<file path="config.mk">
export PLATFORM = sky130hd
export DESIGN_NAME = logic_unit_pipe
export DESIGN_NICKNAME = d
export VERILOG_FILES = /design/src/rtl/logic_unit_pipe_pkg.sv /design/src/rtl/logic_unit_pipe_core.sv /design/src/rtl/logic_unit_pipe.sv
export SDC_FILE = /design/constraint.sdc
export NUM_CORES = 1
export LEC_CHECK = 0
export BUFFER_PORTS_ARGS = -buffer_cell sky130_fd_sc_hd__buf_2
export CAP_MARGIN = 25
export CORE_MARGIN = 2
export CORE_UTILIZATION = 50
export CTS_BUF_LIST = sky130_fd_sc_hd__clkbuf_2
export DETAILED_ROUTE_END_ITERATION = 10
export GPL_ROUTABILITY_DRIVEN = 0
export PLACE_DENSITY = 0.72
export SLEW_MARGIN = 10
export SYNTH_ARGS = -nofsm -noshare
export SYNTH_HDL_FRONTEND = slang
export SYNTH_SLANG_ARGS = --single-unit
export TNS_END_PERCENT = 50
</file>
<file path="constraint.sdc">
create_clock -name clk -period 2.6 [get_ports clk]
set_input_delay 0.13 -clock clk [delete_from_list [all_inputs] [get_ports clk]]
set_output_delay 0.13 -clock clk [all_outputs]
set_load 0.03 [all_outputs]
</file>
<file path="src/rtl/logic_unit_pipe_pkg.sv">
// Shared definitions for the bitwise logic unit: op field width and op codes.
// The ALU result mux imports the same op codes.
package logic_unit_defs;

    localparam int OP_W = 3;

    typedef enum logic [OP_W-1:0] {
        OP_AND   = 3'd0,
        OP_OR    = 3'd1,
        OP_XOR   = 3'd2,
        OP_XNOR  = 3'd3,
        OP_NAND  = 3'd4,
        OP_NOR   = 3'd5,
        OP_NOTA  = 3'd6,
        OP_PASSB = 3'd7
    } op_e;

endpackage

</file>
<file path="src/rtl/logic_unit_pipe_core.sv">
// Purely combinational bitwise logic core; reused by the pipeline and the ALU.
module logic_unit_core
    import logic_unit_defs::*;
#(
    parameter int WIDTH = 4
) (
    input  logic [WIDTH-1:0] a,
    input  logic [WIDTH-1:0] b,
    input  logic [OP_W-1:0]  op,
    output logic [WIDTH-1:0] result
);

    always_comb begin
        result = '0;
        case (op_e'(op))
            OP_AND:   result = a & b;
            OP_OR:    result = a | b;
            OP_XOR:   result = a ^ b;
            OP_XNOR:  result = ~(a ^ b);
            OP_NAND:  result = ~(a & b);
            OP_NOR:   result = ~(a | b);
            OP_NOTA:  result = ~a;
            OP_PASSB: result = b;
            default:  result = '0;
        endcase
    end

endmodule

</file>
<file path="src/rtl/logic_unit_pipe.sv">
// Two-stage pipelined bitwise logic unit with result flags and an accumulator
// that can stand in for operand A.
module logic_unit_pipe
    import logic_unit_defs::*;
#(
    parameter int               WIDTH    = 4,
    parameter logic [WIDTH-1:0] ACC_INIT = '0
) (
    input  logic             clk,
    input  logic             rst_n,
    input  logic             in_valid,
    output logic             in_ready,
    input  logic [WIDTH-1:0] a,
    input  logic [WIDTH-1:0] b,
    input  logic [OP_W-1:0]  op,
    input  logic             acc_en,
    input  logic             acc_clr,
    output logic             out_valid,
    input  logic             out_ready,
    output logic [WIDTH-1:0] y,
    output logic             zero,
    output logic             ones,
    output logic             parity,
    output logic [WIDTH-1:0] acc_q
);

    // Handshake: a beat moves on any edge where valid && ready. Once out_valid
    // rises, y and the flags hold until out_ready. Each stage advances when it
    // is empty or the stage after it is advancing, so in_ready follows
    // out_ready combinationally through both stages.
    logic             s1_valid;
    logic [WIDTH-1:0] s1_a;
    logic [WIDTH-1:0] s1_b;
    logic [OP_W-1:0]  s1_op;
    logic             s1_acc_en;

    logic             s1_adv;
    logic             s2_adv;
    logic             s2_load;
    logic [WIDTH-1:0] operand_a;
    logic [WIDTH-1:0] result;

    assign s2_adv    = !out_valid || out_ready;
    assign s1_adv    = !s1_valid || s2_adv;
    assign in_ready  = s1_adv;
    assign s2_load   = s2_adv && s1_valid;
    assign operand_a = s1_acc_en ? acc_q : s1_a;

    logic_unit_core #(.WIDTH(WIDTH)) u_core (
        .a      (operand_a),
        .b      (s1_b),
        .op     (s1_op),
        .result (result)
    );

    always_ff @(posedge clk) begin
        if (!rst_n) begin
            s1_valid  <= 1'b0;
            s1_a      <= '0;
            s1_b      <= '0;
            s1_op     <= '0;
            s1_acc_en <= 1'b0;
        end else if (s1_adv) begin
            s1_valid <= in_valid;
            if (in_valid) begin
                s1_a      <= a;
                s1_b      <= b;
                s1_op     <= op;
                s1_acc_en <= acc_en;
            end
        end
    end

    always_ff @(posedge clk) begin
        if (!rst_n) begin
            out_valid <= 1'b0;
            y         <= '0;
            zero      <= 1'b0;
            ones      <= 1'b0;
            parity    <= 1'b0;
        end else if (s2_adv) begin
            out_valid <= s1_valid;
            if (s1_valid) begin
                y      <= result;
                zero   <= (result == '0);
                ones   <= &result;
                parity <= ^result;
            end
        end
    end

    // Clear wins over write-back; the advancing beat already read the old value.
    always_ff @(posedge clk) begin
        if (!rst_n) begin
            acc_q <= ACC_INIT;
        end else if (acc_clr) begin
            acc_q <= ACC_INIT;
        end else if (s2_load && s1_acc_en) begin
            acc_q <= result;
        end
    end

endmodule
</file>
# Word-level counts from Yosys, hierarchy flattened
# Cells that the tools add are included.
[op_classes]
n_eq_ne = 7
n_mux = 2
bitwise = 8
n_reduce_logical = 13
[op_table]
columns = ["cell", "n"]
rows = [
  ["$pmux 4 s8", 1],
  ["$not 4->4", 4],
  ["$eq 3x3->1 const B", 4],
  ["$eq 3x2->1 const B", 2],
  ["$and 4x4->4", 1],
  ["$logic_not 4->1", 1],
  ["$mux 4", 1],
  ["$or 4x4->4", 1],
  ["$reduce_and 2->1", 2],
  ["$reduce_and 4->1", 1],
  ["$reduce_xor 4->1", 1],
  ["$xor 4x4->4", 1],
  ["$eq 3x1->1 const B", 1],
  ["$logic_not 3->1", 1],
  ["$logic_and 1x1->1", 2],
  ["$logic_not 1->1", 2],
  ["$logic_or 1x1->1", 2],
  ["$reduce_or 2->1", 1],
  ["$not 1->1", 1],
]
[word_totals]
reg_bits = 25
input_bits = 17
output_inout_bits = 13
wordCells = 41

# Depth between registers and ports, before layout
# Gate-level depths: netlist (run 1).
[depth]
ltp_word = 5
depth_mapped = 13
depth_no_buf = 12

# Modules after synthesis
# A second synthesis (run 1) with hierarchy kept.
[hier_totals]
cells_unflattened = 190
area_unflattened_um2 = 1601.5
[by_module_without_submodules]
columns = ["mod", "instances", "cells_each", "area_per_inst_um2", "seq_area_each_um2"]
rows = [
  ["logic_unit_pipe", 1, 127, 1153.6, 500.5],
  ["logic_unit_core", 1, 63, 447.9, 0.0],
]

# Least setup slack after synthesis (run 1)
# No wires, ideal clock.
[synth_timing]
path_kind = "flip-flop to flip-flop"
start = "reg acc_q[0]"
end = "reg parity"
setup_ns = 0.116
arrival_time_ns = 2.277
t_required_ns = 2.484
slack_ns = 0.207
stages_incl_launch_ff = 13
path_buffers = 0
synth_period_minus_slack_ns = 2.393
path_cell_list = "dfxtp_1 > mux2_4 > inv_1 > ha_1 > nor2b_2 > o22a_1 > o22ai_1 > a21oi_1 > or2_1 > ha_1 > xnor2_1 > nand2_1 > o211a_1"
[synth_via]
elab_chain_len = 5
word_cells_on_any_way = 10
cone_classes = "mux: 2; bitwise: 7; reduce/logical: 1"
[synth_lines]
columns = ["item", "line_no", "text"]
rows = [
  ["from (decl)", "logic_unit_pipe.sv:24", "output logic [WIDTH-1:0] acc_q"],
  ["from (signal assigned)", "logic_unit_pipe.sv:99", "acc_q <= result;"],
  ["$mux 4 (*)", "logic_unit_pipe.sv:47", "assign operand_a = s1_acc_en ? acc_q : s1_a;"],
  ["$or 4x4->4 (tied with other cells)", "logic_unit_pipe_core.sv:17, logic_unit_pipe_core.sv:21", ""],
  ["$not 4->4 (on tied branches)", "logic_unit_pipe_core.sv:21, logic_unit_pipe_core.sv:19, logic_unit_pipe_core.sv:20", ""],
  ["$pmux 4 s8 (*)", "logic_unit_pipe_core.sv:15", "case (op_e'(op))"],
  ["$reduce_xor 4->1 (*)", "logic_unit_pipe.sv:87", "parity <= ^result;"],
  ["to (signal assigned)", "logic_unit_pipe.sv:87", ""],
  ["to (decl)", "logic_unit_pipe.sv:23", "output logic parity,"],
]
# Mark *: on every way between the ends. The rest lies on a longest branch, timed or not.
# A chain may end at the register's enable or synchronous reset.

# Worst setup path after layout (run 1)
[layout_timing]
start = "reg s1_acc_en"
end = "reg parity"
[layout_via]
elab_chain_len = 5
word_cells_on_any_way = 10
cone_classes = "mux: 2; bitwise: 7; reduce/logical: 1"
[layout_lines]
columns = ["item", "line_no", "text"]
rows = [
  ["from (decl)", "logic_unit_pipe.sv:35", "logic s1_acc_en;"],
  ["from (signal assigned)", "logic_unit_pipe.sv:69", "s1_acc_en <= acc_en;"],
  ["$mux 4 (*)", "logic_unit_pipe.sv:47", ""],
  ["$or 4x4->4 (tied with other cells)", "logic_unit_pipe_core.sv:17, logic_unit_pipe_core.sv:21", ""],
  ["$not 4->4 (on tied branches)", "logic_unit_pipe_core.sv:21, logic_unit_pipe_core.sv:19, logic_unit_pipe_core.sv:20", ""],
  ["$pmux 4 s8 (*)", "logic_unit_pipe_core.sv:15", ""],
  ["$reduce_xor 4->1 (*)", "logic_unit_pipe.sv:87", ""],
]
# Marks and branches as above.

==> run_results.csv, run 1 <==
group,metric,value,unit
setup_path,cp_max_fo,6,
synthesis,yosysSeqAreaShare,0.314,
sta,whs,0.0197,ns
setup_path,path_common_cell,"ha_1",
synthesis,syn_inst,190,
final_layout,antenna_cells,0,
clock_tree,post_cts_buffers,0,
routing,vias,1445,
routing,viasPerCell,5.39,
synthesis,synth_top_family_by_area,"simple AND/OR/NAND/NOR gates",
sta,final.setup_skew,0.00825,ns
sta,finalSetupTns,0,ns
global_routing,grt-ovfl-total,0,
clock_tree,h-tree-depth,1,
sta,final-setup-viol-count,0,
final_layout,area_delta_synth_final,16.8,%
setup_path,slowest_stage,"dfxtp_4",
global_routing,antenna_found_initial,0,
sta,slew_viol_final,0,
placement,hpwl,2750,microns
clock_tree,cts_buffer_depth,2,
routing,wl,3530,microns
synthesis,synthSimpleGateAreaFrac,0.242,
floorplanning,rows,20,
floorplanning,dieHeight,60.5,microns
synthesis,synth.distinct_cells,48,
synthesis,synthAdderAreaFrac,0.0942,
synthesis,synth_xor_area_frac,0.00549,
setup_path,crit_chain,"mux2_2 > inv_1 > ha_1 > nor2b_2 > o22a_1 > o22ai_1 > a21oi_1 > or2_1 > ha_1 > xnor2_1 > nand2_1 > o211a_1",
synthesis,syn-num-nets,219,
synthesis,synthMuxAreaShare,0.0510,
setup_path,crit_buf_inv,1,
floorplanning,die_x,60.5,microns
setup_path,slowest_delay,0.44,ns
min_path,hp-class,"input pin to flop",
clock_tree,clkTransAtPathRegs,0.23,ns
setup_path,critPathRequiredTime,2.86,ns
synthesis,synthTopCellsByArea,"dfxtp_1, ha_1, nand3_1",
setup_path,crit_path_start,"s1_acc_en$_SDFFE_PN0P_",
sta,fin_crit_sh,0.952,
routing,route.detailed.drc,0,
sta,finalHoldViolations,0,
synthesis,yosysMostFrequentCell,"nand2_1",
sta,layout_setup_ws,0.125,ns
clock_tree,cts_buffers,3,
synthesis,yosysTopAreaCellShare,0.314,
sta,tightest_slew,0.569,ns
final_layout,layout-drive-gt1-share,0.254,
floorplanning,dieArea,3660,sq um
floorplanning,fp.coreArea,3050,sq um
power,leakagePower,0.867,nW
synthesis,synth_compound_area_frac,0.214,
synthesis,yosysTopAreaCell,"dfxtp_1",
routing,ant_nets,0,
setup_path,crit_type,"flop to flop",
routing,routedWlPerCell,13.2,microns
status,outcome,"complete, no violations",
sta,fmax,404,MHz
setup_path,crit-reg2reg-launch,"s1_acc_en$_SDFFE_PN0P_",
sta,period_minus_slack,2.48,ns
clock_tree,cts_root_buf,"clkbuf_2",
final_layout,stdcell_area,1860,sq um
synthesis,avgSynthCellArea,8.39,sq um
global_routing,grt_pass1_vias,1377,
setup_path,crit_path_end_kind,"flop",
power,power.density,429,nW/um^2
clock_tree,clock_latency,0.33,ns
setup_path,setup.worst_path.start_class,"flop",
setup_path,worst_ep_arrival_time,2.73,ns
global_routing,grt_pass1_wl,5910,microns
global_routing,grt_max_degree,28,
synthesis,yosysWarnings,0,
synthesis,async_flop_share,0,
clock_tree,cts_tree,"built",
clock_tree,cts.sinks,25,
routing,drtPass1Iterations,4,
floorplanning,start_util,0.522,
min_path,min-delay-start,"a[0]",
placement,io_buffers,29,
synthesis,synth_flop_cell,"dfxtp_1",
setup_path,crit_family,"compound AO/OA/AOI/OAI gates",
placement,preCtsSetupSlack,0.0885,ns
flow_run,drv_cap,0,
synthesis,synth_seq_cells,25,
power,ir_drop,262,uV
synthesis,synthesis.area,1590,sq um
global_routing,grt_usage,0.210,
placement,placed_area,1780,sq um
synthesis,synth-edff-count,0,
final_layout,final_nets,254,
sta,rsz0062_at_grt,"false",
synthesis,yosys-top-cells-count,"nand2_1, dfxtp_1, nand3_1",
floorplanning,ioPinCount,30,
routing,drt_iter0_drc,45,
sta,slew_headroom,0.620,
## cells by family after synthesis
family	count (synthesis)
compound gates	44
buf+inv	25
mux	7
xor+xnor	1
flops	25
fa+ha+maj	12
simple gates	76
## worst register-to-register path: stages (launching register included)
cell and delay (ns):
dfxtp_4 0.44, mux2_2 0.37, inv_1 0.06, ha_1 0.23
nor2b_2 0.15, o22a_1 0.15, o22ai_1 0.08, a21oi_1 0.20
or2_1 0.13, ha_1 0.23, xnor2_1 0.14, nand2_1 0.07
o211a_1 0.14
## power breakdown
part / switching (mW) / internal [mW] / leakage [nW]
combinational: 0.119 / 0.105 / 0.645
sequential: 0.0192 / 0.402 / 0.205
clock: 0.111 / 0.0406 / 0.0166
## through the flow
step                power, mW  utilization  instances
floorplan               0.585            -        190
global placement        0.635        0.582        258
detailed placement      0.645        0.582        258
CTS                     0.797        0.592        263
global route            0.849        0.610        268
finish                  0.798        0.610        268
## layout by cell type (no fill, tap or decap), types with 4 or more instances in the layout
cell type      count
buf_4              9
ha_1              12
mux2i_1            4
nor2b_1            5
buf_2             29
clkbuf_2           4
nor2_1             9
o21ai_1            4
nand3_1           21
dlygate4sd3_1      6
a21oi_1            5
dfxtp_1           24
inv_1             10
a21boi_1          10
nand2_1           26
a21boi_0           4
## area by class of cell
cell class	count	area, sq um
clock buffer	4	20.0
fill	294	1190
inverter	11	43.8
multi-input combinational	140	966
sequential	25	504
tap	44	55.1
timing repair buffer	44	273
## registers in the layout (all words and copies together) (netlist names)
signal and cells:
y 4, parity 1, s1_valid 1, s1_acc_en 1
s1_a 4, acc_q 4, s1_b 4, out_valid 1
ones 1, s1_op 3, zero 1
## final timing paths
check	end	slack (ns)	cells after the start
worst max register to register	parity$_SDFFE_PN0P_	0.12	12
worst min-delay path	s1_a[0]$_SDFFE_PN0P_	0.02	3
worst max-delay path	parity$_SDFFE_PN0P_	0.12	12
worst min register to register	y[3]$_SDFFE_PN0P_	0.47	2
## routing by layer
metal  track usage  routed length, microns  vias to the layer above
li1              -                       -                      729
met1         0.282                    1590                      677
met2         0.354                    1780                       33
met3        0.0235                     121                        6
met4        0.0652                      37                        0
met5             0                       0                        -
## timing repair
item / in CTS / in global routing
endpoints found under the setup margin: 0 / 1
hold buffers: 1 / 5
endpoints found under the hold margin: 1 / 5
resized for setup: 0 / 2
Power figures use the tool's default switching activity.
==> run 2: changes to the inputs <==
Settings changed: ABC_AREA set to 1, MAX_ROUTING_LAYER set to met4, SLEW_MARGIN 10 to 20.
==> run_results.csv, run 2 <==
group,metric,value,unit
power,leakagePower,0.875,nW
clock_tree,cts_hold_buffers,4,
sta,slew_headroom,0.593,
floorplanning,start_util,0.539,
clock_tree,clock_latency,0.35,ns
synthesis,yosysTopAreaCell,"dfxtp_1",
setup_path,setup.worst_path.start_class,"flop",
global_routing,antenna_found_initial,0,
sta,final.setup_skew,0.00490,ns
floorplanning,dieHeight,59.0,microns
power,power.density,476,nW/um^2
final_layout,final_nets,279,
sta,rsz0062_at_grt,"false",
routing,route.detailed.drc,0,
clock_tree,cts_root_buf,"clkbuf_2",
power,switching_share,0.350,
power,total_power,0.806,mW
routing,routedWlPerCell,11.4,microns
synthesis,syn-num-nets,249,
power,power.internal,0.524,mW
final_layout,postLayoutCoreUtil,0.603,
synthesis,synth_seq_cells,25,
synthesis,synth_flop_cell,"dfxtp_1",
clock_tree,cts_tree,"built",
synthesis,synthTopCellsByArea,"dfxtp_1, ha_1, nor2_1",
sta,finalHoldViolations,0,
global_routing,grt_usage,0.206,
power,seqPwrFrac,0.540,
final_layout,final_common_cell,"nor2_1",
synthesis,yosysMostFrequentCell,"nor2_1",
sta,finalSetupTns,0,ns
clock_tree,clkTransAtPathRegs,0.25,ns
setup_path,crit_family,"flip-flops",
clock_tree,cts_buffers,3,
flow_run,drv_cap,0,
final_layout,antenna_cells,0,
sta,slew_viol_final,0,
sta,fin_crit_sh,0.787,
clock_tree,cts_resized,0,
setup_path,cp_max_fo,16,
final_layout,area_delta_synth_final,11.9,%
floorplanning,dieArea,3480,sq um
synthesis,yosys-top-cells-count,"nor2_1, nand2_1, inv_1",
placement,io_buffers,29,
setup_path,critPathRequiredTime,2.87,ns
synthesis,yosysWarnings,0,
placement,hpwl,2400,microns
setup_path,reg2regPathDepth,9,
routing,vias,1446,
power,ir_drop,318,uV
setup_path,crit_chain,"inv_2 > nand4_1 > nand2_1 > nor2_1 > nand3_2 > inv_1 > ha_1 > xnor2_1 > a21oi_1",
setup_path,slowest_stage,"dfxtp_1",
synthesis,syn_inst,220,
setup_path,crit_type,"flop to flop",
setup_path,slowest_delay,0.76,ns
global_routing,grt_pass1_vias,1290,
sta,final-setup-viol-count,0,
floorplanning,rows,19,
status,outcome,"complete, no violations",
power,p_clk_frac,0.197,
min_path,hp-class,"input pin to flop",
synthesis,avgSynthCellArea,6.88,sq um
sta,tightest_slew,0.609,ns
floorplanning,die_x,59.0,microns
clock_tree,post_cts_buffers,0,
routing,ant_nets,0,
final_layout,layout-drive-gt1-share,0.177,
synthesis,yosysTopAreaCellShare,0.331,
final_layout,fill_cells,292,
floorplanning,ioPinCount,30,
clock_tree,cts_buffer_depth,2,
global_routing,grt_pass1_wl,5460,microns
routing,viasPerCell,5.16,
setup_path,cp_num_cells,9,
setup_path,crit_buf_inv,2,
routing,drt_iter0_drc,41,
routing,wl,3200,microns
clock_tree,cts.sinks,25,
sta,fmax,489,MHz
power,power.switching,0.282,mW
final_layout,layout_common_cells,"nor2_1, nand2_1, inv_1",
synthesis,synthesis.area,1510,sq um
routing,drtPass1Iterations,4,
floorplanning,fp.coreArea,2810,sq um
sta,period_minus_slack,2.05,ns
clock_tree,h-tree-depth,1,
setup_path,crit_path_end_kind,"flop",
synthesis,synth.distinct_cells,19,
global_routing,grt_max_degree,23,
synthesis,synth-edff-count,0,
min_path,hold_depth,3,
power,comb_power_share,0.263,
setup_path,worst_ep_arrival_time,2.32,ns
global_routing,grt-ovfl-total,0,
synthesis,yosysSeqAreaShare,0.331,
synthesis,async_flop_share,0,
[run 2: through the flow]
stage	area (sq um)	worst slack, ns	hold slack, ns	instances
6_report	1690	0.554	0.0223	280
5_1_grt	1690	0.341	0.0368	280
4_1_cts	1690	0.551	0.00875	280
3_5_place_dp	1630	0.602	0.385	272
3_3_place_gp	1630	0.608	0.381	272
2_1_floorplan	1510	0.642	0.268	220
[run 2: final timing paths]
check	from	endpoint	slack, ns
worst max-delay path	s1_op[2]$_SDFFE_PN0P_	parity$_SDFFE_PN0P_	0.55
worst min-delay path	a[2]	s1_a[2]$_SDFFE_PN0P_	0.02
worst max register to register	s1_op[2]$_SDFFE_PN0P_	parity$_SDFFE_PN0P_	0.55
worst min register to register	ones$_SDFFE_PN0P_	ones$_SDFFE_PN0P_	0.49
[run 2: tightest hold or removal path, stage by stage]
cell and delay, ns:
buf_2 0.08, o21ai_0 0.08, nor2_1 0.08
[run 2: cell type report]
class,count,area (sq um),area share
clock inverter,1,7.51,0.00443
sequential,25,500,0.296
timing repair buffer,33,185,0.109
clock buffer,3,15.0,0.00887
tap,31,38.8,0.0229
inverter,33,124,0.0732
multi-input combinational,154,822,0.486
[run 2: power by group through the flow]
stage          clock network (mW)  logic (mW)  registers, mW
5_1_grt                     0.180       0.246          0.440
4_1_cts                     0.168       0.213          0.435
3_5_place_dp                    0       0.207          0.443
3_3_place_gp                    0       0.207          0.442
2_1_floorplan                   0       0.158          0.447
6_report                    0.159       0.212          0.435
[run 2: logic make-up (layout without fill, tap and decap cells)]
kind of cell,Yosys count,after routing,share of synthesized area
AND/OR/NAND/NOR,107,107,0.326
buffers and inverters,41,70,0.126
AO/OA/AOI/OAI,34,34,0.112
flip-flops,25,25,0.331
adder cells (fa/ha/maj),12,12,0.0993
XOR/XNOR,1,1,0.00579
[run 2: layer usage]
metal / vias to the layer above / GRT usage / routed length [microns]
li1: 764 / - / -
met1: 655 / 0.275 / 1610
met2: 23 / 0.335 / 1450
met3: 4 / 0.0197 / 104
met4: 0 / 0.0584 / 29
met5: - / - / 0
==> run 3: changes to the inputs <==
Clock period 2.6 ns to 2 ns, I/O delays scaled along.
==> run_results.csv, run 3 (synthesized netlist as in run 2, its figures left out) <==
group,metric,value,unit
floorplanning,die_x,59.0,microns
power,power.switching,0.403,mW
clock_tree,cts_root_buf,"clkbuf_2",
clock_tree,cts_buffer_depth,2,
sta,tightest_slew,0.545,ns
setup_path,crit_path_start,"s1_acc_en$_SDFFE_PN0P_",
power,ir_drop,458,uV
sta,slew_viol_final,0,
setup_path,slowest_stage,"dfxtp_4",
final_layout,final_common_cell,"nor2_1",
min_path,min-delay-start,"out_ready",
routing,viasPerCell,5.18,
final_layout,layout-drive-gt1-share,0.309,
setup_path,worst_ep_arrival_time,2.19,ns
global_routing,grt-ovfl-total,0,
sta,fmax,527,MHz
power,power.internal,0.737,mW
global_routing,use_met1,0.309,
setup_path,setup.worst_path.start_class,"flop",
final_layout,layout_common_cells,"nor2_1, nand2_1, buf_2",
routing,wl,3660,microns
clock_tree,cts.sinks,25,
setup_path,cp_num_cells,13,
sta,period_minus_slack,1.90,ns
global_routing,grt_pass1_wl,5850,microns
routing,ant_nets,0,
sta,layout_setup_ws,0.101,ns
setup_path,reg2reg_slack,0.10,ns
setup_path,crit_chain,"inv_4 > nand2_1 > nand2_2 > inv_1 > ha_1 > nand4_1 > nand2_1 > nor2_2 > nand3_2 > inv_2 > ha_1 > xnor2_1 > a21oi_1",
routing,routedWlPerCell,12.4,microns
floorplanning,ioPinCount,30,
setup_path,cp_max_fo,6,
final_layout,area_delta_synth_final,25.9,%
clock_tree,cts_buffers,3,
floorplanning,fp.coreArea,2810,sq um
global_routing,met2_usage,0.337,
power,total_power,1.14,mW
setup_path,crit_type,"flop to flop",
power,comb_power_share,0.327,
clock_tree,h-tree-depth,1,
setup_path,crit_buf_inv,3,
final_layout,antenna_cells,0,
sta,slew_headroom,0.636,
global_routing,grt_usage,0.221,
setup_path,crit_path_end_kind,"flop",
routing,route.detailed.drc,0,
sta,fin_crit_sh,0.950,
power,seqPwrFrac,0.490,
final_layout,postLayoutCoreUtil,0.679,
status,outcome,"complete, no violations",
clock_tree,clkTransAtPathRegs,0.26,ns
routing,drtPass1Iterations,4,
routing,drt_iter0_drc,92,
placement,hpwl,2580,microns
clock_tree,clock_latency,0.36,ns
clock_tree,cts_tree,"built",
global_routing,grt_busiest_layer,"met2",
final_layout,stdcell_area,1900,sq um
setup_path,cp-endpoint,"parity$_SDFFE_PN0P_",
setup_path,slowest_delay,0.42,ns
setup_path,reg2regPathDepth,13,
setup_path,crit_family,"adder cells",
sta,final.setup_skew,0.00968,ns
final_layout,fill_cells,248,
flow_run,drv_cap,0,
global_routing,antenna_found_initial,0,
final_layout,final_nets,295,
setup_path,r2r_end,"parity$_SDFFE_PN0P_",
placement,placed_area,1710,sq um
setup_path,crit-reg2reg-launch,"s1_acc_en$_SDFFE_PN0P_",
routing,vias,1532,
placement,preCtsSetupSlack,0.0589,ns
floorplanning,dieHeight,59.0,microns
global_routing,grt_max_degree,20,
power,leakagePower,0.963,nW
setup_path,critPathRequiredTime,2.29,ns
power,switching_share,0.354,
placement,io_buffers,29,
sta,finalHoldViolations,0,
sta,whs,0.00872,ns
floorplanning,start_util,0.539,
power,power.density,599,nW/um^2
sta,final-setup-viol-count,0,
floorplanning,rows,19,
floorplanning,dieArea,3480,sq um
global_routing,use_met3,0.0197,
min_path,hp-class,"input pin to flop",
power,p_clk_frac,0.184,
global_routing,grt_pass1_vias,1343,
[run 3: cell count changes in the layout (fill, tap and decap cells not counted), sizes merged]
cell         previous run  this run
dlygate4sd3             4         5
buf                    29        44
[run 3: through the flow]
step | setup TNS (ns) | std cells
after detailed placement | 0 | 283
after global placement | 0 | 283
after CTS | 0 | 292
after floorplan | 0 | 220
after global routing | -0.0157 | 296
final | 0 | 296
[run 3: power groups by stage]
stage               clock network (mW)  logic (mW)  registers (mW)
finish                           0.210       0.373           0.559
global route                     0.229       0.411           0.563
CTS                              0.212       0.326           0.557
detailed placement                   0       0.317           0.567
global placement                     0       0.314           0.567
floorplan                            0       0.205           0.581
[run 3: routing by layer]
layer | vias up | wire (microns)
li1 | 800 | -
met2 | 47 | 1660
met4 | 0 | 58
met5 | - | 0
met1 | 678 | 1790
met3 | 7 | 158
[run 3: worst min-delay path by stage]
| stage | endpoint | slack, ns | cells past startpoint |
|---|---|---|---|
| after floorplan | s1_acc_en$_SDFFE_PN0P_ | 0.24 | 2 |
| after global placement | s1_a[0]$_SDFFE_PN0P_ | 0.36 | 3 |
| after detailed placement | s1_a[0]$_SDFFE_PN0P_ | 0.36 | 3 |
| after CTS | out_valid$_SDFFE_PN0P_ | 0.006 | 4 |
| after global routing | s1_b[1]$_SDFFE_PN0P_ | 0.009 | 3 |
| final | out_valid$_SDFFE_PN0P_ | 0.009 | 4 |
[run 3: final cells by class]
class	count	area (sq um)	share of cell area
Clock buffer	3	15.0	0.00788
Clock inverter	1	7.51	0.00394
Timing Repair Buffer	49	308	0.162
Multi-Input combinational cell	154	905	0.475
Inverter	33	126	0.0664
Tap cell	31	38.8	0.0204
Sequential cell	25	504	0.265
[run 3: repair_timing]
item / CTS / global route
hold buffers: 5 / 0
hold endpoints to repair: 8 / 0
setup endpoints to repair: 0 / 3
setup buffers: 0 / 4
gates resized for setup: 0 / 25
[run 3: worst register-to-register path, cell delays in order (launching register included)]
cell and delay, ns:
dfxtp_4 0.42, inv_4 0.08, nand2_1 0.07, nand2_2 0.09, inv_1 0.05, ha_1 0.28, nand4_1 0.10, nand2_1 0.09
nor2_2 0.04, nand3_2 0.08, inv_2 0.04, ha_1 0.30, xnor2_1 0.13, a21oi_1 0.07
